`src/rtl/mc_pkg.sv`:
```
// Purpose: shared encodings for the multi-cycle MIPS control unit and its datapath muxes.
// Latency: n/a (constants and types only).
// Backpressure: n/a.
// Contents: FSM state type, opcode/funct constants, mux select encodings, instruction class one-hot.
package mc_pkg;

    // One state per datapath phase, 3-bit encoded.
    typedef enum logic [2:0] {
        FETCH  = 3'd0,
        DECODE = 3'd1,
        EXEC   = 3'd2,
        MEM    = 3'd3,
        WB     = 3'd4
    } state_t;

    localparam logic [5:0] OP_RTYPE = 6'b000000;
    localparam logic [5:0] OP_ORI   = 6'b001101;
    localparam logic [5:0] OP_LUI   = 6'b001111;
    localparam logic [5:0] OP_LW    = 6'b100011;
    localparam logic [5:0] OP_SW    = 6'b101011;
    localparam logic [5:0] OP_BEQ   = 6'b000100;
    localparam logic [5:0] OP_J     = 6'b000010;
    localparam logic [5:0] OP_JAL   = 6'b000011;

    localparam logic [5:0] FN_ADDU  = 6'b100001;
    localparam logic [5:0] FN_SUBU  = 6'b100011;
    localparam logic [5:0] FN_SLT   = 6'b101010;
    localparam logic [5:0] FN_JR    = 6'b001000;

    localparam logic [1:0] NPC_PC4  = 2'b00;
    localparam logic [1:0] NPC_BR   = 2'b01;
    localparam logic [1:0] NPC_JUMP = 2'b10;
    localparam logic [1:0] NPC_RS   = 2'b11;

    localparam logic [1:0] WD_ALU   = 2'b00;
    localparam logic [1:0] WD_MEM   = 2'b01;
    localparam logic [1:0] WD_PC    = 2'b10;
    localparam logic [1:0] WD_LESS  = 2'b11;

    localparam logic [1:0] WA_RT    = 2'b00;
    localparam logic [1:0] WA_RD    = 2'b01;
    localparam logic [1:0] WA_R31   = 2'b10;

    localparam logic [2:0] ALU_ADD  = 3'b000;
    localparam logic [2:0] ALU_SUB  = 3'b001;
    localparam logic [2:0] ALU_OR   = 3'b010;
    localparam logic [2:0] ALU_LUI  = 3'b011;

    // Exactly one bit set for a supported instruction, all zero otherwise.
    typedef struct packed {
        logic addu;
        logic subu;
        logic slt;
        logic jr;
        logic ori;
        logic lui;
        logic lw;
        logic sw;
        logic beq;
        logic j;
        logic jal;
    } icls_t;

endpackage

```
`src/rtl/mc_if.sv`:
```
// Purpose: bundle of IR fields / ALU flag in and control lines out between controller and datapath.
// Latency: n/a (wires only).
// Backpressure: none; master = controller, slave = datapath.
// Signals: opcode/funct/zero from datapath; enables, mux selects, ALU controls, illegal, retired to datapath.
interface mc_if #(
    parameter int CNT_W = 32
);
    logic [5:0]       opcode;
    logic [5:0]       funct;
    logic             zero;
    logic             ir_we;
    logic             pc_we;
    logic [1:0]       npc_sel;
    logic             reg_we;
    logic             mem_we;
    logic [1:0]       wd_sel;
    logic [1:0]       wa_sel;
    logic             alu_b_sel;
    logic             ext_sel;
    logic [2:0]       alu_op;
    logic             illegal;
    logic [CNT_W-1:0] retired;

    modport master (
        input  opcode, funct, zero,
        output ir_we, pc_we, npc_sel, reg_we, mem_we, wd_sel, wa_sel,
               alu_b_sel, ext_sel, alu_op, illegal, retired
    );

    modport slave (
        output opcode, funct, zero,
        input  ir_we, pc_we, npc_sel, reg_we, mem_we, wd_sel, wa_sel,
               alu_b_sel, ext_sel, alu_op, illegal, retired
    );
endinterface

```
`src/rtl/mc_decode.sv`:
```
// Purpose: classify opcode/funct into a one-hot instruction class plus legal flag.
// Latency: combinational.
// Backpressure: none.
// Ports: opcode, funct in; cls (icls_t one-hot), legal out.
module mc_decode
    import mc_pkg::*;
(
    input  logic [5:0] opcode,
    input  logic [5:0] funct,
    output icls_t      cls,
    output logic       legal
);
    always_comb begin
        cls = '0;
        case (opcode)
            OP_RTYPE: begin
                case (funct)
                    FN_ADDU: cls.addu = 1'b1;
                    FN_SUBU: cls.subu = 1'b1;
                    FN_SLT:  cls.slt  = 1'b1;
                    FN_JR:   cls.jr   = 1'b1;
                    default: ;
                endcase
            end
            OP_ORI:  cls.ori = 1'b1;
            OP_LUI:  cls.lui = 1'b1;
            OP_LW:   cls.lw  = 1'b1;
            OP_SW:   cls.sw  = 1'b1;
            OP_BEQ:  cls.beq = 1'b1;
            OP_J:    cls.j   = 1'b1;
            OP_JAL:  cls.jal = 1'b1;
            default: ;
        endcase
    end

    assign legal = |cls;
endmodule

```
`src/rtl/mc_ctrl.sv`:
```
// Purpose: multi-cycle MIPS control FSM (FETCH/DECODE/EXEC/MEM/WB) plus retired-instruction counter.
// Latency: j/jr/jal/illegal 2, beq 3, R-type/ori/lui/sw 4, lw 5 cycles; outputs combinational from state+IR.
// Backpressure: none; datapath is assumed to complete every phase in one cycle.
// Ports: clk, reset (sync, active-high); bus (mc_if.master): IR fields/zero in, enables/selects/illegal/retired out.
module mc_ctrl
    import mc_pkg::*;
#(
    parameter int CNT_W = 32
) (
    input  logic  clk,
    input  logic  reset,
    mc_if.master  bus
);
    state_t           state;
    state_t           state_nxt;
    icls_t            cls;
    logic             legal;
    logic             retire;
    logic [CNT_W-1:0] retired_q;
    logic             rtype;
    logic [2:0]       alu_op_i;
    logic             alu_b_i;
    logic             ext_i;

    mc_decode u_decode (
        .opcode (bus.opcode),
        .funct  (bus.funct),
        .cls    (cls),
        .legal  (legal)
    );

    assign rtype = cls.addu | cls.subu | cls.slt;

    // ALU setup for the current instruction; driven from EXEC through WB so the
    // ALU result seen by MEM/WB does not move.
    always_comb begin
        alu_op_i = ALU_ADD;
        if (cls.subu | cls.slt | cls.beq) alu_op_i = ALU_SUB;
        else if (cls.ori)                 alu_op_i = ALU_OR;
        else if (cls.lui)                 alu_op_i = ALU_LUI;
    end
    assign alu_b_i = cls.lw | cls.sw | cls.ori | cls.lui;
    assign ext_i   = cls.lw | cls.sw | cls.beq;

    always_comb begin
        state_nxt     = FETCH;
        bus.ir_we     = 1'b0;
        bus.pc_we     = 1'b0;
        bus.npc_sel   = NPC_PC4;
        bus.reg_we    = 1'b0;
        bus.mem_we    = 1'b0;
        bus.wd_sel    = WD_ALU;
        bus.wa_sel    = WA_RT;
        bus.alu_b_sel = 1'b0;
        bus.ext_sel   = 1'b0;
        bus.alu_op    = ALU_ADD;
        bus.illegal   = 1'b0;

        case (state)
            FETCH: begin
                bus.ir_we = 1'b1;
                bus.pc_we = 1'b1;
                state_nxt = DECODE;
            end
            DECODE: begin
                if (!legal) begin
                    bus.illegal = 1'b1;
                end else if (cls.j | cls.jal) begin
                    bus.pc_we   = 1'b1;
                    bus.npc_sel = NPC_JUMP;
                    if (cls.jal) begin
                        // PC register still holds PC+4 here: that is the link value.
                        bus.reg_we = 1'b1;
                        bus.wa_sel = WA_R31;
                        bus.wd_sel = WD_PC;
                    end
                end else if (cls.jr) begin
                    bus.pc_we   = 1'b1;
                    bus.npc_sel = NPC_RS;
                end else begin
                    state_nxt = EXEC;
                end
            end
            EXEC: begin
                bus.alu_op    = alu_op_i;
                bus.alu_b_sel = alu_b_i;
                bus.ext_sel   = ext_i;
                if (cls.beq) begin
                    bus.npc_sel = NPC_BR;
                    bus.pc_we   = bus.zero;
                end else if (cls.lw | cls.sw) begin
                    state_nxt = MEM;
                end else begin
                    state_nxt = WB;
                end
            end
            MEM: begin
                bus.alu_op    = alu_op_i;
                bus.alu_b_sel = alu_b_i;
                bus.ext_sel   = ext_i;
                if (cls.sw) bus.mem_we = 1'b1;
                else        state_nxt  = WB;
            end
            WB: begin
                bus.alu_op    = alu_op_i;
                bus.alu_b_sel = alu_b_i;
                bus.ext_sel   = ext_i;
                bus.reg_we    = 1'b1;
                bus.wa_sel    = rtype ? WA_RD : WA_RT;
                if (cls.slt)     bus.wd_sel = WD_LESS;
                else if (cls.lw) bus.wd_sel = WD_MEM;
            end
            default: state_nxt = FETCH;
        endcase

        // Reset silences everything so an aborted instruction leaves no trace.
        if (reset) begin
            bus.ir_we     = 1'b0;
            bus.pc_we     = 1'b0;
            bus.npc_sel   = NPC_PC4;
            bus.reg_we    = 1'b0;
            bus.mem_we    = 1'b0;
            bus.wd_sel    = WD_ALU;
            bus.wa_sel    = WA_RT;
            bus.alu_b_sel = 1'b0;
            bus.ext_sel   = 1'b0;
            bus.alu_op    = ALU_ADD;
            bus.illegal   = 1'b0;
        end
    end

    // Last cycle of a legal instruction: any return to FETCH except an illegal DECODE.
    assign retire = (state != FETCH) && (state_nxt == FETCH) && legal;

    always_ff @(posedge clk) begin
        if (reset) begin
            state     <= FETCH;
            retired_q <= '0;
        end else begin
            state <= state_nxt;
            if (retire) retired_q <= retired_q + {{(CNT_W-1){1'b0}}, 1'b1};
        end
    end

    assign bus.retired = retired_q;
endmodule
```
`src/flat_wrapper.sv`:
```
// flat-port wrapper written by rule: the top's interface ports become plain ports
module mc_ctrl_flat import mc_pkg::*;
#(
    parameter int CNT_W = 32
)
  (clk, reset, bus_opcode, bus_funct, bus_zero, bus_ir_we, bus_pc_we, bus_npc_sel, bus_reg_we, bus_mem_we, bus_wd_sel, bus_wa_sel, bus_alu_b_sel, bus_ext_sel, bus_alu_op, bus_illegal, bus_retired);
  mc_if #(.CNT_W(CNT_W)) bus_i ();
  input  logic clk;
  input  logic reset;
  input wire logic [$bits(bus_i.opcode)-1:0] bus_opcode;
  input wire logic [$bits(bus_i.funct)-1:0] bus_funct;
  input wire logic [$bits(bus_i.zero)-1:0] bus_zero;
  output wire logic [$bits(bus_i.ir_we)-1:0] bus_ir_we;
  output wire logic [$bits(bus_i.pc_we)-1:0] bus_pc_we;
  output wire logic [$bits(bus_i.npc_sel)-1:0] bus_npc_sel;
  output wire logic [$bits(bus_i.reg_we)-1:0] bus_reg_we;
  output wire logic [$bits(bus_i.mem_we)-1:0] bus_mem_we;
  output wire logic [$bits(bus_i.wd_sel)-1:0] bus_wd_sel;
  output wire logic [$bits(bus_i.wa_sel)-1:0] bus_wa_sel;
  output wire logic [$bits(bus_i.alu_b_sel)-1:0] bus_alu_b_sel;
  output wire logic [$bits(bus_i.ext_sel)-1:0] bus_ext_sel;
  output wire logic [$bits(bus_i.alu_op)-1:0] bus_alu_op;
  output wire logic [$bits(bus_i.illegal)-1:0] bus_illegal;
  output wire logic [$bits(bus_i.retired)-1:0] bus_retired;
  assign bus_i.opcode = bus_opcode;
  assign bus_i.funct = bus_funct;
  assign bus_i.zero = bus_zero;
  assign bus_ir_we = bus_i.ir_we;
  assign bus_pc_we = bus_i.pc_we;
  assign bus_npc_sel = bus_i.npc_sel;
  assign bus_reg_we = bus_i.reg_we;
  assign bus_mem_we = bus_i.mem_we;
  assign bus_wd_sel = bus_i.wd_sel;
  assign bus_wa_sel = bus_i.wa_sel;
  assign bus_alu_b_sel = bus_i.alu_b_sel;
  assign bus_ext_sel = bus_i.ext_sel;
  assign bus_alu_op = bus_i.alu_op;
  assign bus_illegal = bus_i.illegal;
  assign bus_retired = bus_i.retired;
  mc_ctrl #(.CNT_W(CNT_W)) u_core (.clk(clk), .reset(reset), .bus(bus_i));
endmodule
```
`config.mk`:
```
export PLATFORM = sky130hd
export DESIGN_NAME = mc_ctrl_flat
export DESIGN_NICKNAME = d
export VERILOG_FILES = /design/src/rtl/mc_pkg.sv /design/src/rtl/mc_if.sv /design/src/rtl/mc_decode.sv /design/src/rtl/mc_ctrl.sv /design/src/flat_wrapper.sv
export SDC_FILE = /design/constraint.sdc
export NUM_CORES = 1
export LEC_CHECK = 0
export ABC_AREA = 1
export CAP_MARGIN = 20
export CORE_ASPECT_RATIO = 1.2
export CORE_MARGIN = 8
export CORE_UTILIZATION = 30
export DETAILED_ROUTE_END_ITERATION = 7
export PLACE_DENSITY = 0.57
export SYNTH_ARGS = -nofsm -noshare
export SYNTH_HDL_FRONTEND = slang
export SYNTH_HIERARCHICAL = 1
export SYNTH_SLANG_ARGS = --single-unit
```
`constraint.sdc`:
```
create_clock -name clk -period 2.2 [get_ports clk]
set_input_delay 0.44 -clock clk [delete_from_list [all_inputs] [get_ports clk]]
set_output_delay 0.44 -clock clk [all_outputs]
set_load 0.005 [all_outputs]
```
==> results of run 1 <==
[synthesized netlist by cell type, drive strengths merged]
| library cell | n | area, um2 |
|---|---|---|
| clkinv | 1 | 3.75 |
| clkbuf | 1 | 3.75 |
| nor4b | 1 | 8.76 |
| nand2 | 139 | 532 |
| o21ai | 3 | 15.0 |
| and2 | 1 | 6.26 |
| nand3b | 1 | 7.51 |
| nand4 | 12 | 75.1 |
| nand3 | 44 | 225 |
| dfxtp | 35 | 701 |
| buf | 10 | 71.3 |
| conb | 1 | 3.75 |
| xnor2 | 6 | 52.6 |
| nor3 | 10 | 55.1 |
| o2111ai | 2 | 17.5 |
| nor2 | 115 | 474 |
| inv | 72 | 270 |
| ha | 1 | 12.5 |
| a21oi | 24 | 120 |
[area by class of cell]
type / instances / area share (%)
clock inverters: 3 / 1.08
flip-flops and latches: 35 / 17.3
clock buffers: 5 / 1.70
multi-input cells: 360 / 44.0
repair buffers: 112 / 25.3
well taps: 117 / 3.62
inverters: 73 / 6.89
[power by group]
part	switching [W]	internal, W	leakage, nW
Combinational	0.0000986	0.0000887	1.47
Sequential	0.00000468	0.000636	0.282
Clock	0.000257	0.000337	0.0581
[stage by stage]
step	cell area [um2]	instances	hold slack (ps)	setup WS (ps)	utilization, %
6_report	4050	705	518	-53.4	47.0
5_1_grt	4050	705	548	-156	47.0
4_1_cts	3910	703	524	-103	45.4
3_5_place_dp	3570	675	508	-807	41.4
3_3_place_gp	3570	675	494	-778	41.4
2_1_floorplan	2660	479	485	274	-
[timing repair]
action | in CTS | in global routing
buffers inserted | 19 | 3
gates resized for setup | 144 | 41
pin swaps | 38 | 24
cloned | 3 | 0
setup endpoints to repair | 47 | 45
[flip-flops by register name (all words and copies together), names as in the netlist]
register            flops
u_core/bus.retired     32
u_core/state            3
[critical path: stages]
cell and delay, ps:
buf_6 100, nor2_4 160, nand2_2 90, nor2_4 160
nand2_2 100, nand2_2 80, nor2_2 30, nand2_2 70
nand4_1 90, nor2_1 90, nand2_1 90, buf_6 130
o21ai_1 50, buf_2 120
[layer usage]
| layer | routed length [um] | global-route usage, % | up-vias |
|---|---|---|---|
| met2 | 4310 | 24.7 | 62 |
| met5 | 0 | 0 | - |
| met3 | 462 | 3.09 | 7 |
| li1 | - | - | 1699 |
| met4 | 68 | 3.13 | 0 |
| met1 | 3880 | 17.0 | 1486 |
[kinds of logic after synthesis]
family	share of synthesized area, %
adder cells (fa/ha/maj)	0.471
buffers and inverters	13.1
other	0.141
AND/OR/NAND/NOR	52.1
flip-flops	26.4
AO/OA/AOI/OAI	5.75
XOR/XNOR	1.98
[path summary, 6_finish.rpt]
check                            to  slack (ps)  cells after the start
max reg2reg  u_core/bus.retired[20]         330                      8
min          u_core/bus.retired[31]         520                      2
min reg2reg  u_core/bus.retired[31]         520                      2
max                   bus_wd_sel[1]         -50                     14
==> impl_metrics.xml, run 1 <==
<?xml version="1.0" encoding="UTF-8"?>
<metrics>
  <group name="logic_synthesis">
    <metric name="yosys_register_bits" unit="">35</metric>
    <metric name="synth.cell_area" unit="mm2">0.00266</metric>
    <metric name="postSynthNetCount" unit="">495</metric>
    <metric name="post_synth.cell_area_avg" unit="um2">5.54</metric>
    <metric name="postSynthCellCount" unit="">479</metric>
    <metric name="synth_seq_area_share" unit="%">26.4</metric>
    <metric name="synth.yosys.warnings" unit="">6</metric>
    <metric name="synthDistinctLibCells" unit="">29</metric>
  </group>
  <group name="layout">
    <metric name="filler_cell_count" unit="">951</metric>
    <metric name="most_common_cell_after_layout_fill_and_taps_aside" unit="">nand2_1</metric>
    <metric name="area_delta_synth_final" unit="%">52.5</metric>
    <metric name="multi_input_area" unit="mm2">0.00178</metric>
    <metric name="final_net_count" unit="">603</metric>
    <metric name="final_cell_mix" unit="">115 x nand2_1, 95 x nor2_1, 57 x inv_1</metric>
    <metric name="drive_above_1_share" unit="%">26.5</metric>
    <metric name="register_area" unit="um2">701</metric>
    <metric name="n_antenna_cell" unit="">0</metric>
  </group>
  <group name="global_route">
    <metric name="maximum_number_of_pins_on_one_net_before_global_route_repair" unit="">19</metric>
    <metric name="via_count_of_the_first_global_routing_pass" unit="">3052</metric>
    <metric name="grt-ovfl-total" unit="">0</metric>
    <metric name="antenna_violations_before_repair" unit="">0</metric>
    <metric name="gr-usage-all-layers" unit="%">14.1</metric>
    <metric name="wire_length_of_the_first_global_routing_pass" unit="um">14300</metric>
  </group>
  <group name="sta">
    <metric name="setup_ws" unit="ps">-53.4</metric>
    <metric name="final.setup.tns" unit="ps">-219</metric>
    <metric name="setup_viol" unit="">7</metric>
    <metric name="timing.final.max_slew_violations" unit="">0</metric>
    <metric name="final.setup_skew" unit="ps">10.1</metric>
    <metric name="layout_min_cycle_time" unit="ps">2250</metric>
    <metric name="max_freq" unit="MHz">444</metric>
    <metric name="grt_setup_unrepaired" unit="">true</metric>
    <metric name="final_min_period_over_clock_period" unit="%">102</metric>
    <metric name="hold_viol_final" unit="">0</metric>
  </group>
  <group name="floorplan">
    <metric name="design.core.area" unit="mm2">0.00861</metric>
    <metric name="floorplan.io_pins" unit="">63</metric>
    <metric name="floorplan.die.width" unit="um">102</metric>
    <metric name="core.rowCount" unit="">37</metric>
    <metric name="starting_density" unit="%">30.8</metric>
    <metric name="design.die.area" unit="mm2">0.0121</metric>
    <metric name="die_h" unit="um">119</metric>
  </group>
  <group name="setup_path">
    <metric name="worstSetupPathType" unit="">input port to output port</metric>
    <metric name="timing.critical_path.from" unit="">bus_opcode[5]</metric>
    <metric name="data_arrival_time_at_the_worst_slack_endpoint" unit="ps">1810</metric>
    <metric name="req_time_crit_path" unit="ps">1760</metric>
    <metric name="end_kind" unit="">output port</metric>
    <metric name="crit_path_max_fanout" unit="">5</metric>
    <metric name="r2r_start" unit="">u_core/bus.retired[0]</metric>
    <metric name="start_kind" unit="">input port</metric>
  </group>
  <group name="worst_hold_path">
    <metric name="min-delay-path-class" unit="">flop to flop</metric>
    <metric name="worst_hold_startpoint" unit="">u_core/bus.retired[31]</metric>
  </group>
  <group name="drt">
    <metric name="post-route-drc-count" unit="">0</metric>
    <metric name="route.vias.total" unit="">3254</metric>
    <metric name="route.detailed.vias_per_inst" unit="">4.62</metric>
    <metric name="wl_per_cell" unit="um">12.4</metric>
    <metric name="detail_route.iter0.violations" unit="">101</metric>
    <metric name="final_antenna_net_count" unit="">0</metric>
    <metric name="postRouteWirelength" unit="um">8720</metric>
    <metric name="first_pass_iters" unit="">4</metric>
  </group>
  <group name="power_and_ir_drop">
    <metric name="ir_worst_vdd" unit="uV">158</metric>
    <metric name="power.static_leakage" unit="nW">1.81</metric>
    <metric name="power.density" unit="mW/mm2">352</metric>
    <metric name="power" unit="W">0.00142</metric>
  </group>
  <group name="clock_tree">
    <metric name="cts-buffers-inserted" unit="">5</metric>
    <metric name="ctsHoldBuffers" unit="">0</metric>
    <metric name="worst_skew_pair.late_latency" unit="ps">300</metric>
    <metric name="clock-sinks" unit="">35</metric>
    <metric name="cts.htree.levels" unit="">2</metric>
    <metric name="ctsLongestPathBuffers" unit="">2</metric>
    <metric name="ctsRootBufferMaster" unit="">clkbuf_8</metric>
    <metric name="tritoncts" unit="">done</metric>
    <metric name="cts.clk_slew.worst_paths" unit="ps">80</metric>
  </group>
  <group name="outcome">
    <metric name="outcome" unit="">finished with violations</metric>
    <metric name="violations" unit="">negative setup slack</metric>
  </group>
  <group name="run">
    <metric name="drv.max_cap_violation_count" unit="">0</metric>
  </group>
  <group name="placement">
    <metric name="port_buffers" unit="">61</metric>
    <metric name="dp_hpwl" unit="um">6350</metric>
    <metric name="finalWeightedCongestion" unit="">0.847</metric>
  </group>
</metrics>
(Power assumes the default switching activity.)
==> inputs of run 2 (changes only) <==
Settings changed: CORE_UTILIZATION 30 to 50, PLACE_DENSITY 0.57 to 0.84.
==> run 2 against run 1 <==
Net effect: the run still ends with negative setup slack left; clock skew rose by 0.65 ps; flip-flop and latch count unchanged; die area decreased by 35%; register-to-register slack improved by 60 ps; sequential power hardly changed; critical path depth did not move; maximum frequency decreased by 2.4%; global-route usage up 7.5 points.
==> impl_metrics.xml, run 2 (synthesis results as in run 1) <==
<?xml version="1.0" encoding="UTF-8"?>
<metrics>
  <group name="global_route">
    <metric name="grt-ovfl-total" unit="">0</metric>
    <metric name="via_count_of_the_first_global_routing_pass" unit="">3219</metric>
    <metric name="antenna_violations_before_repair" unit="">0</metric>
    <metric name="maximum_number_of_pins_on_one_net_before_global_route_repair" unit="">17</metric>
    <metric name="wire_length_of_the_first_global_routing_pass" unit="um">13700</metric>
    <metric name="gr-usage-all-layers" unit="%">21.7</metric>
  </group>
  <group name="drt">
    <metric name="first_pass_iters" unit="">5</metric>
    <metric name="wl_per_cell" unit="um">14.3</metric>
    <metric name="route.detailed.vias_per_inst" unit="">5.38</metric>
    <metric name="post-route-drc-count" unit="">0</metric>
    <metric name="detail_route.iter0.violations" unit="">193</metric>
    <metric name="route.vias.total" unit="">3483</metric>
    <metric name="postRouteWirelength" unit="um">9280</metric>
    <metric name="final_antenna_net_count" unit="">0</metric>
  </group>
  <group name="sta">
    <metric name="max_freq" unit="MHz">433</metric>
    <metric name="layout_min_cycle_time" unit="ps">2310</metric>
    <metric name="grt_setup_unrepaired" unit="">true</metric>
    <metric name="setup_ws" unit="ps">-109</metric>
    <metric name="final.setup.tns" unit="ps">-365</metric>
    <metric name="hold_viol_final" unit="">0</metric>
    <metric name="timing.final.max_slew_violations" unit="">0</metric>
    <metric name="final.setup_skew" unit="ps">10.8</metric>
    <metric name="final_min_period_over_clock_period" unit="%">105</metric>
    <metric name="finalHoldWorstSlack" unit="ps">514</metric>
    <metric name="setup_viol" unit="">4</metric>
  </group>
  <group name="power_and_ir_drop">
    <metric name="p_switching" unit="W">0.000346</metric>
    <metric name="power.static_leakage" unit="nW">1.79</metric>
    <metric name="ir_worst_vdd" unit="uV">256</metric>
    <metric name="comb_power_share" unit="%">14.6</metric>
    <metric name="switching_share" unit="%">24.5</metric>
    <metric name="power.clock.fraction" unit="%">40.0</metric>
    <metric name="power.sequential.fraction" unit="%">45.4</metric>
    <metric name="cellInternalPower" unit="W">0.00107</metric>
    <metric name="power.density" unit="mW/mm2">356</metric>
  </group>
  <group name="setup_path">
    <metric name="cpLargestDelayFamily" unit="">simple AND/OR/NAND/NOR gates</metric>
    <metric name="data_arrival_time_at_the_worst_slack_endpoint" unit="ps">1870</metric>
    <metric name="end_kind" unit="">output port</metric>
    <metric name="worst-r2r-cell-count" unit="">14</metric>
    <metric name="req_time_crit_path" unit="ps">1760</metric>
    <metric name="worstSetupPathType" unit="">input port to output port</metric>
    <metric name="critical_path.max_stage_delay" unit="ps">190</metric>
    <metric name="worstPathCellList" unit="">buf_8, nor2_4, inv_2, nor2_4, nand2_2, nand2_2, nor2_4, nand2_2, nand2_2, nor2_4, buf_6, nand3_2, a21oi_2, buf_2</metric>
    <metric name="critPathSlowestCell" unit="">nor2_4</metric>
    <metric name="path_depth" unit="">14</metric>
    <metric name="cp_num_buf_inv" unit="">4</metric>
    <metric name="crit_path_max_fanout" unit="">4</metric>
    <metric name="start_kind" unit="">input port</metric>
  </group>
  <group name="layout">
    <metric name="drive_above_1_share" unit="%">24.8</metric>
    <metric name="area_delta_synth_final" unit="%">49.4</metric>
    <metric name="final_cell_mix" unit="">120 x nand2_1, 95 x nor2_1, 59 x inv_1</metric>
    <metric name="postLayoutCoreUtil" unit="%">75.9</metric>
    <metric name="final_net_count" unit="">601</metric>
    <metric name="n_antenna_cell" unit="">0</metric>
    <metric name="most_common_cell_after_layout_fill_and_taps_aside" unit="">nand2_1</metric>
    <metric name="largest_reg_flops" unit="">32</metric>
  </group>
  <group name="floorplan">
    <metric name="die_h" unit="um">95.8</metric>
    <metric name="core.rowCount" unit="">29</metric>
    <metric name="floorplan.die.width" unit="um">82.5</metric>
    <metric name="starting_density" unit="%">50.8</metric>
    <metric name="floorplan.io_pins" unit="">63</metric>
    <metric name="design.die.area" unit="mm2">0.00791</metric>
    <metric name="design.core.area" unit="mm2">0.00523</metric>
  </group>
  <group name="clock_tree">
    <metric name="clock-sinks" unit="">35</metric>
    <metric name="cts.clk_slew.worst_paths" unit="ps">70</metric>
    <metric name="cts.htree.levels" unit="">2</metric>
    <metric name="worst_skew_pair.late_latency" unit="ps">290</metric>
    <metric name="ctsHoldBuffers" unit="">0</metric>
    <metric name="cts-buffers-inserted" unit="">5</metric>
    <metric name="ctsLongestPathBuffers" unit="">2</metric>
    <metric name="tritoncts" unit="">done</metric>
    <metric name="ctsRootBufferMaster" unit="">clkbuf_8</metric>
  </group>
  <group name="placement">
    <metric name="dp_hpwl" unit="um">6250</metric>
    <metric name="finalWeightedCongestion" unit="">0.956</metric>
    <metric name="port_buffers" unit="">61</metric>
  </group>
  <group name="outcome">
    <metric name="outcome" unit="">finished with violations</metric>
    <metric name="violations" unit="">negative setup slack</metric>
  </group>
  <group name="worst_hold_path">
    <metric name="min-delay-path-class" unit="">flop to flop</metric>
    <metric name="worst_hold_path_cell_count" unit="">2</metric>
  </group>
  <group name="run">
    <metric name="drv.max_cap_violation_count" unit="">0</metric>
  </group>
</metrics>
[run 2: worst paths after layout]
kind	startpoint	end	slack, ps
hold / removal	u_core/bus.retired[31]	u_core/bus.retired[31]	510
setup / recovery	bus_opcode[3]	bus_npc_sel[0]	-110
hold reg to reg	u_core/bus.retired[31]	u_core/bus.retired[31]	510
setup reg to reg	u_core/state[1]	u_core/bus.retired[21]	390
[run 2: what timing repair did]
item,CTS,global route
buffers inserted,8,11
pin swaps,33,32
gates cloned,2,1
endpoints found under the setup margin,46,42
resized for setup,110,63
[run 2: worst reg2reg max path, cell delays in order (launching register included)]
cell and delay [ps]:
dfxtp_1 390, inv_2 90, nand2_1 150, nor2_4 70, buf_6 120, buf_6 110
nand2_4 50, nand2_4 60, nor2_4 200, buf_12 160, buf_8 120, nand2_1 50
nand2_1 50, nand2_1 50, nor2_1 100
[run 2: through the flow]
step	worst slack (ps)	power, W	cell area [um2]	std cells
2_1_floorplan	274	0.000732	2660	479
3_3_place_gp	-726	0.000804	3500	619
3_5_place_dp	-835	0.000807	3500	619
4_1_cts	-79.9	0.00137	3720	636
5_1_grt	-206	0.00146	3970	647
6_report	-109	0.00141	3970	647
[run 2: cell type report]
class / count / area (um2)
repair buffers: 110 / 1030
clock inverters: 1 / 30.0
well taps: 62 / 77.6
multi-input cells: 360 / 1780
fillers: 397 / 1260
clock buffers: 6 / 72.6
flip-flops and latches: 35 / 701
inverters: 73 / 274
[run 2: power by group through the flow]
stage          registers, W  clock network [W]   logic, W
2_1_floorplan      0.000655                  0  0.0000770
4_1_cts            0.000641           0.000568   0.000165
5_1_grt            0.000642           0.000598   0.000221
3_3_place_gp       0.000655                  0   0.000148
6_report           0.000641           0.000565   0.000207
3_5_place_dp       0.000656                  0   0.000152
[run 2: per-layer routing]
layer	vias up	track usage, %	wire length (um)
met5	-	0	0
met4	0	12.2	422
met3	40	4.21	663
met2	161	38.3	4670
met1	1587	23.4	3530
li1	1695	-	-
==> inputs of run 3 (changes only) <==
Settings changed: CELL_PAD_IN_SITES_DETAIL_PLACEMENT set to 1, CELL_PAD_IN_SITES_GLOBAL_PLACEMENT set to 2, CORE_UTILIZATION 50 to 25, PLACE_DENSITY 0.84 to 0.83, SYNTH_HIERARCHICAL 1 to unset.
==> run 3 against run 2 <==
Net effect: the flow now finishes without violations; total power up 9.6%; critical endpoint is now bus_illegal; routed wire length is 15% higher; global-route usage down 7.4 points; cell area hardly changed; sequential power about the same; synthesized area fell by 0.99%; sequential share of layout area about the same; synthesized cell count decreased by 7.7%; register-to-register slack hardly changed; highest routed layer unchanged; count of clock-buffer cells in the layout increased by 1; critical path type unchanged.
==> impl_metrics.xml, run 3 <==
<?xml version="1.0" encoding="UTF-8"?>
<metrics>
  <group name="logic_synthesis">
    <metric name="synth_common_cells" unit="">137 x nand2_1, 65 x nor2_1, 47 x nand3_1, 37 x a21oi_1</metric>
    <metric name="synth.cell_area" unit="mm2">0.00263</metric>
    <metric name="synthTopCellsByArea" unit="">dfxtp_1 27%, nand2_1 20%, nor2_1 9.3%</metric>
    <metric name="synthDistinctLibCells" unit="">32</metric>
    <metric name="synth.top_cell.area_share" unit="%">26.7</metric>
    <metric name="synthFlopType" unit="">dfxtp_1</metric>
    <metric name="synth_largest_area_cell" unit="">dfxtp_1</metric>
    <metric name="postSynthNetCount" unit="">458</metric>
    <metric name="synth.yosys.warnings" unit="">0</metric>
    <metric name="async_flop_share" unit="%">0</metric>
    <metric name="postSynthCellCount" unit="">442</metric>
    <metric name="post_synth_edffs" unit="">0</metric>
    <metric name="yosys_register_bits" unit="">35</metric>
    <metric name="post_synth.cell_area_avg" unit="um2">5.95</metric>
    <metric name="synth_seq_area_share" unit="%">26.7</metric>
    <metric name="yosysMostFrequentCell" unit="">nand2_1</metric>
  </group>
  <group name="power_and_ir_drop">
    <metric name="switching_share" unit="%">26.3</metric>
    <metric name="cellInternalPower" unit="W">0.00114</metric>
    <metric name="power.clock.fraction" unit="%">45.1</metric>
    <metric name="power.static_leakage" unit="nW">1.56</metric>
    <metric name="power.sequential.fraction" unit="%">41.4</metric>
    <metric name="comb_power_share" unit="%">13.5</metric>
    <metric name="p_switching" unit="W">0.000408</metric>
    <metric name="power.density" unit="mW/mm2">390</metric>
    <metric name="ir_worst_vdd" unit="uV">221</metric>
  </group>
  <group name="setup_path">
    <metric name="r2r_start" unit="">u_core.bus.retired[0]</metric>
    <metric name="cpLargestDelayFamily" unit="">simple AND/OR/NAND/NOR gates</metric>
    <metric name="data_arrival_time_at_the_worst_slack_endpoint" unit="ps">1710</metric>
    <metric name="timing.critical_path.from" unit="">bus_opcode[0]</metric>
    <metric name="req_time_crit_path" unit="ps">1760</metric>
    <metric name="start_kind" unit="">input port</metric>
    <metric name="worstSetupPathType" unit="">input port to output port</metric>
    <metric name="end_kind" unit="">output port</metric>
    <metric name="cp_num_buf_inv" unit="">3</metric>
    <metric name="worstPathCellList" unit="">clkdlybuf4s15_1, nor2_4, buf_4, nand3_4, nand3_2, nor2_4, nand2_4, nor3_2, clkdlybuf4s15_2</metric>
    <metric name="crit_path_max_fanout" unit="">4</metric>
    <metric name="critical_path.max_stage_delay" unit="ps">250</metric>
    <metric name="most_prevalent_standard_cell_on_the_critical_path" unit="">nor2_4</metric>
    <metric name="critPathSlowestCell" unit="">clkdlybuf4s15_1</metric>
  </group>
  <group name="placement">
    <metric name="dp_hpwl" unit="um">7810</metric>
    <metric name="port_buffers" unit="">61</metric>
    <metric name="placed_area" unit="mm2">0.00358</metric>
    <metric name="pre_cts_ws" unit="ps">-591</metric>
    <metric name="finalWeightedCongestion" unit="">0.875</metric>
    <metric name="numPlacedInstances" unit="">651</metric>
  </group>
  <group name="floorplan">
    <metric name="die_h" unit="um">128</metric>
    <metric name="floorplan.die.width" unit="um">110</metric>
    <metric name="starting_density" unit="%">25.4</metric>
    <metric name="design.die.area" unit="mm2">0.0141</metric>
    <metric name="design.core.area" unit="mm2">0.0104</metric>
    <metric name="floorplan.io_pins" unit="">63</metric>
    <metric name="core.rowCount" unit="">41</metric>
  </group>
  <group name="sta">
    <metric name="setup_ws" unit="ps">50.7</metric>
    <metric name="final.setup_skew" unit="ps">6.40</metric>
    <metric name="max_freq" unit="MHz">465</metric>
    <metric name="grt_setup_unrepaired" unit="">true</metric>
    <metric name="final.setup.tns" unit="ps">0</metric>
    <metric name="timing.final.max_slew_violations" unit="">0</metric>
    <metric name="finalHoldWorstSlack" unit="ps">496</metric>
    <metric name="layout_min_cycle_time" unit="ps">2150</metric>
    <metric name="final_min_period_over_clock_period" unit="%">97.7</metric>
    <metric name="hold_viol_final" unit="">0</metric>
    <metric name="setup_viol" unit="">0</metric>
  </group>
  <group name="clock_tree">
    <metric name="cts-buffers-inserted" unit="">5</metric>
    <metric name="cts.htree.levels" unit="">2</metric>
    <metric name="ctsHoldBuffers" unit="">0</metric>
    <metric name="worst_skew_pair.late_latency" unit="ps">280</metric>
    <metric name="ctsLongestPathBuffers" unit="">2</metric>
    <metric name="clock-sinks" unit="">35</metric>
    <metric name="tritoncts" unit="">done</metric>
    <metric name="cts.clk_slew.worst_paths" unit="ps">60</metric>
    <metric name="ctsRootBufferMaster" unit="">clkbuf_16</metric>
  </group>
  <group name="drt">
    <metric name="met1Wirelength" unit="um">4520</metric>
    <metric name="final_antenna_net_count" unit="">0</metric>
    <metric name="met3_wirelength" unit="um">251</metric>
    <metric name="route.vias.total" unit="">3225</metric>
    <metric name="route.top_layer_used" unit="">met4</metric>
    <metric name="wl_per_cell" unit="um">15.9</metric>
    <metric name="wl_met2" unit="um">5690</metric>
    <metric name="first_pass_iters" unit="">4</metric>
    <metric name="route.detailed.vias_per_inst" unit="">4.79</metric>
    <metric name="postRouteWirelength" unit="um">10700</metric>
    <metric name="post-route-drc-count" unit="">0</metric>
    <metric name="detail_route.iter0.violations" unit="">74</metric>
  </group>
  <group name="global_route">
    <metric name="grt-ovfl-total" unit="">0</metric>
    <metric name="wire_length_of_the_first_global_routing_pass" unit="um">16200</metric>
    <metric name="maximum_number_of_pins_on_one_net_before_global_route_repair" unit="">34</metric>
    <metric name="gr-usage-all-layers" unit="%">14.3</metric>
    <metric name="antenna_violations_before_repair" unit="">0</metric>
    <metric name="via_count_of_the_first_global_routing_pass" unit="">3317</metric>
  </group>
  <group name="run">
    <metric name="drv.max_cap_violation_count" unit="">0</metric>
  </group>
  <group name="layout">
    <metric name="final_cell_mix" unit="">133 x nand2_1, 55 x nor2_1, 42 x nand3_1</metric>
    <metric name="drive_above_1_share" unit="%">19.7</metric>
    <metric name="largest_reg_flops" unit="">32</metric>
    <metric name="final_net_count" unit="">559</metric>
    <metric name="most_common_cell_after_layout_fill_and_taps_aside" unit="">nand2_1</metric>
    <metric name="n_antenna_cell" unit="">0</metric>
    <metric name="final_cell_area" unit="mm2">0.00397</metric>
    <metric name="area_delta_synth_final" unit="%">51.0</metric>
    <metric name="post_layout_nonfiller_instances" unit="">673</metric>
  </group>
  <group name="outcome">
    <metric name="outcome" unit="">completed</metric>
  </group>
  <group name="worst_hold_path">
    <metric name="min-delay-path-class" unit="">flop to flop</metric>
    <metric name="worst_hold_startpoint" unit="">u_core.bus.retired[31]</metric>
  </group>
</metrics>
run 3: changes by cell type after synthesis, sizes merged, moves of 6 or more:
cell    previous run  this run
nor2             115        68
inv               72        37
a21oi             24        39
nand3b             1         9
nand4             12         6
xor2               0        11
nor3              10        17
run 3: kinds of logic (layout without fill, tap and decap cells):
logic type	Yosys count	count (layout)	share of synthesized area, %
flops	35	35	26.7
fa+ha+maj	1	1	0.476
simple gates	292	292	49.4
compound gates	47	47	9.47
other cells	1	1	0.143
xor+xnor	15	15	5.00
buf+inv	51	153	8.85
run 3: worst paths after layout:
| kind | to | slack [ps] | depth (start not counted) |
|---|---|---|---|
| min | u_core.bus.retired[31] | 500 | 2 |
| max reg2reg | u_core.bus.retired[28] | 380 | 9 |
| min reg2reg | u_core.bus.retired[31] | 500 | 2 |
| max | bus_illegal | 50 | 9 |
run 3: layout make-up:
type / count / area (um2)
Timing Repair Buffer: 108 / 990
Multi-Input combinational cell: 356 / 1840
Sequential cell: 35 / 701
Clock buffer: 7 / 133
Clock inverter: 1 / 5.00
Inverter: 37 / 141
Tap cell: 129 / 161
Fill cell: 1344 / 6390
run 3: per-stage QoR:
stage	total power [W]	util, %
3_3_place_gp	0.000829	34.5
4_1_cts	0.00154	36.8
6_report	0.00155	38.3
3_5_place_dp	0.000833	34.5
5_1_grt	0.00161	38.3
2_1_floorplan	0.000749	-
run 3: what timing repair did:
item	CTS	global route
setup buffers	10	1
gates resized for setup	49	43
pin swaps	17	6
setup endpoints to repair	47	47
cloned	0	3
run 3: worst register-to-register path, delay by kind of cell, from the launching register on:
| family | cells | cell delay [ps] |
|---|---|---|
| buffers and inverters | 1 | 100 |
| adders and majority gates | 1 | 230 |
| and+or+nand+nor | 6 | 830 |
| DFF | 1 | 480 |
| AOI/OAI and AO/OA | 1 | 130 |
run 3: power by group through the flow:
stage	sequential [W]	clock (W)	combinational, W
after floorplan	0.000654	0	0.0000954
after global placement	0.000655	0	0.000174
after detailed placement	0.000655	0	0.000178
after CTS	0.000641	0.000711	0.000184
after global routing	0.000642	0.000741	0.000225
final	0.000641	0.000698	0.000209
run 3: layer usage:
metal,GRT usage [%],vias up
li1,-,1623
met1,15.4,1534
met2,27.4,50
met3,1.85,18
met4,5.02,0
met5,0,-
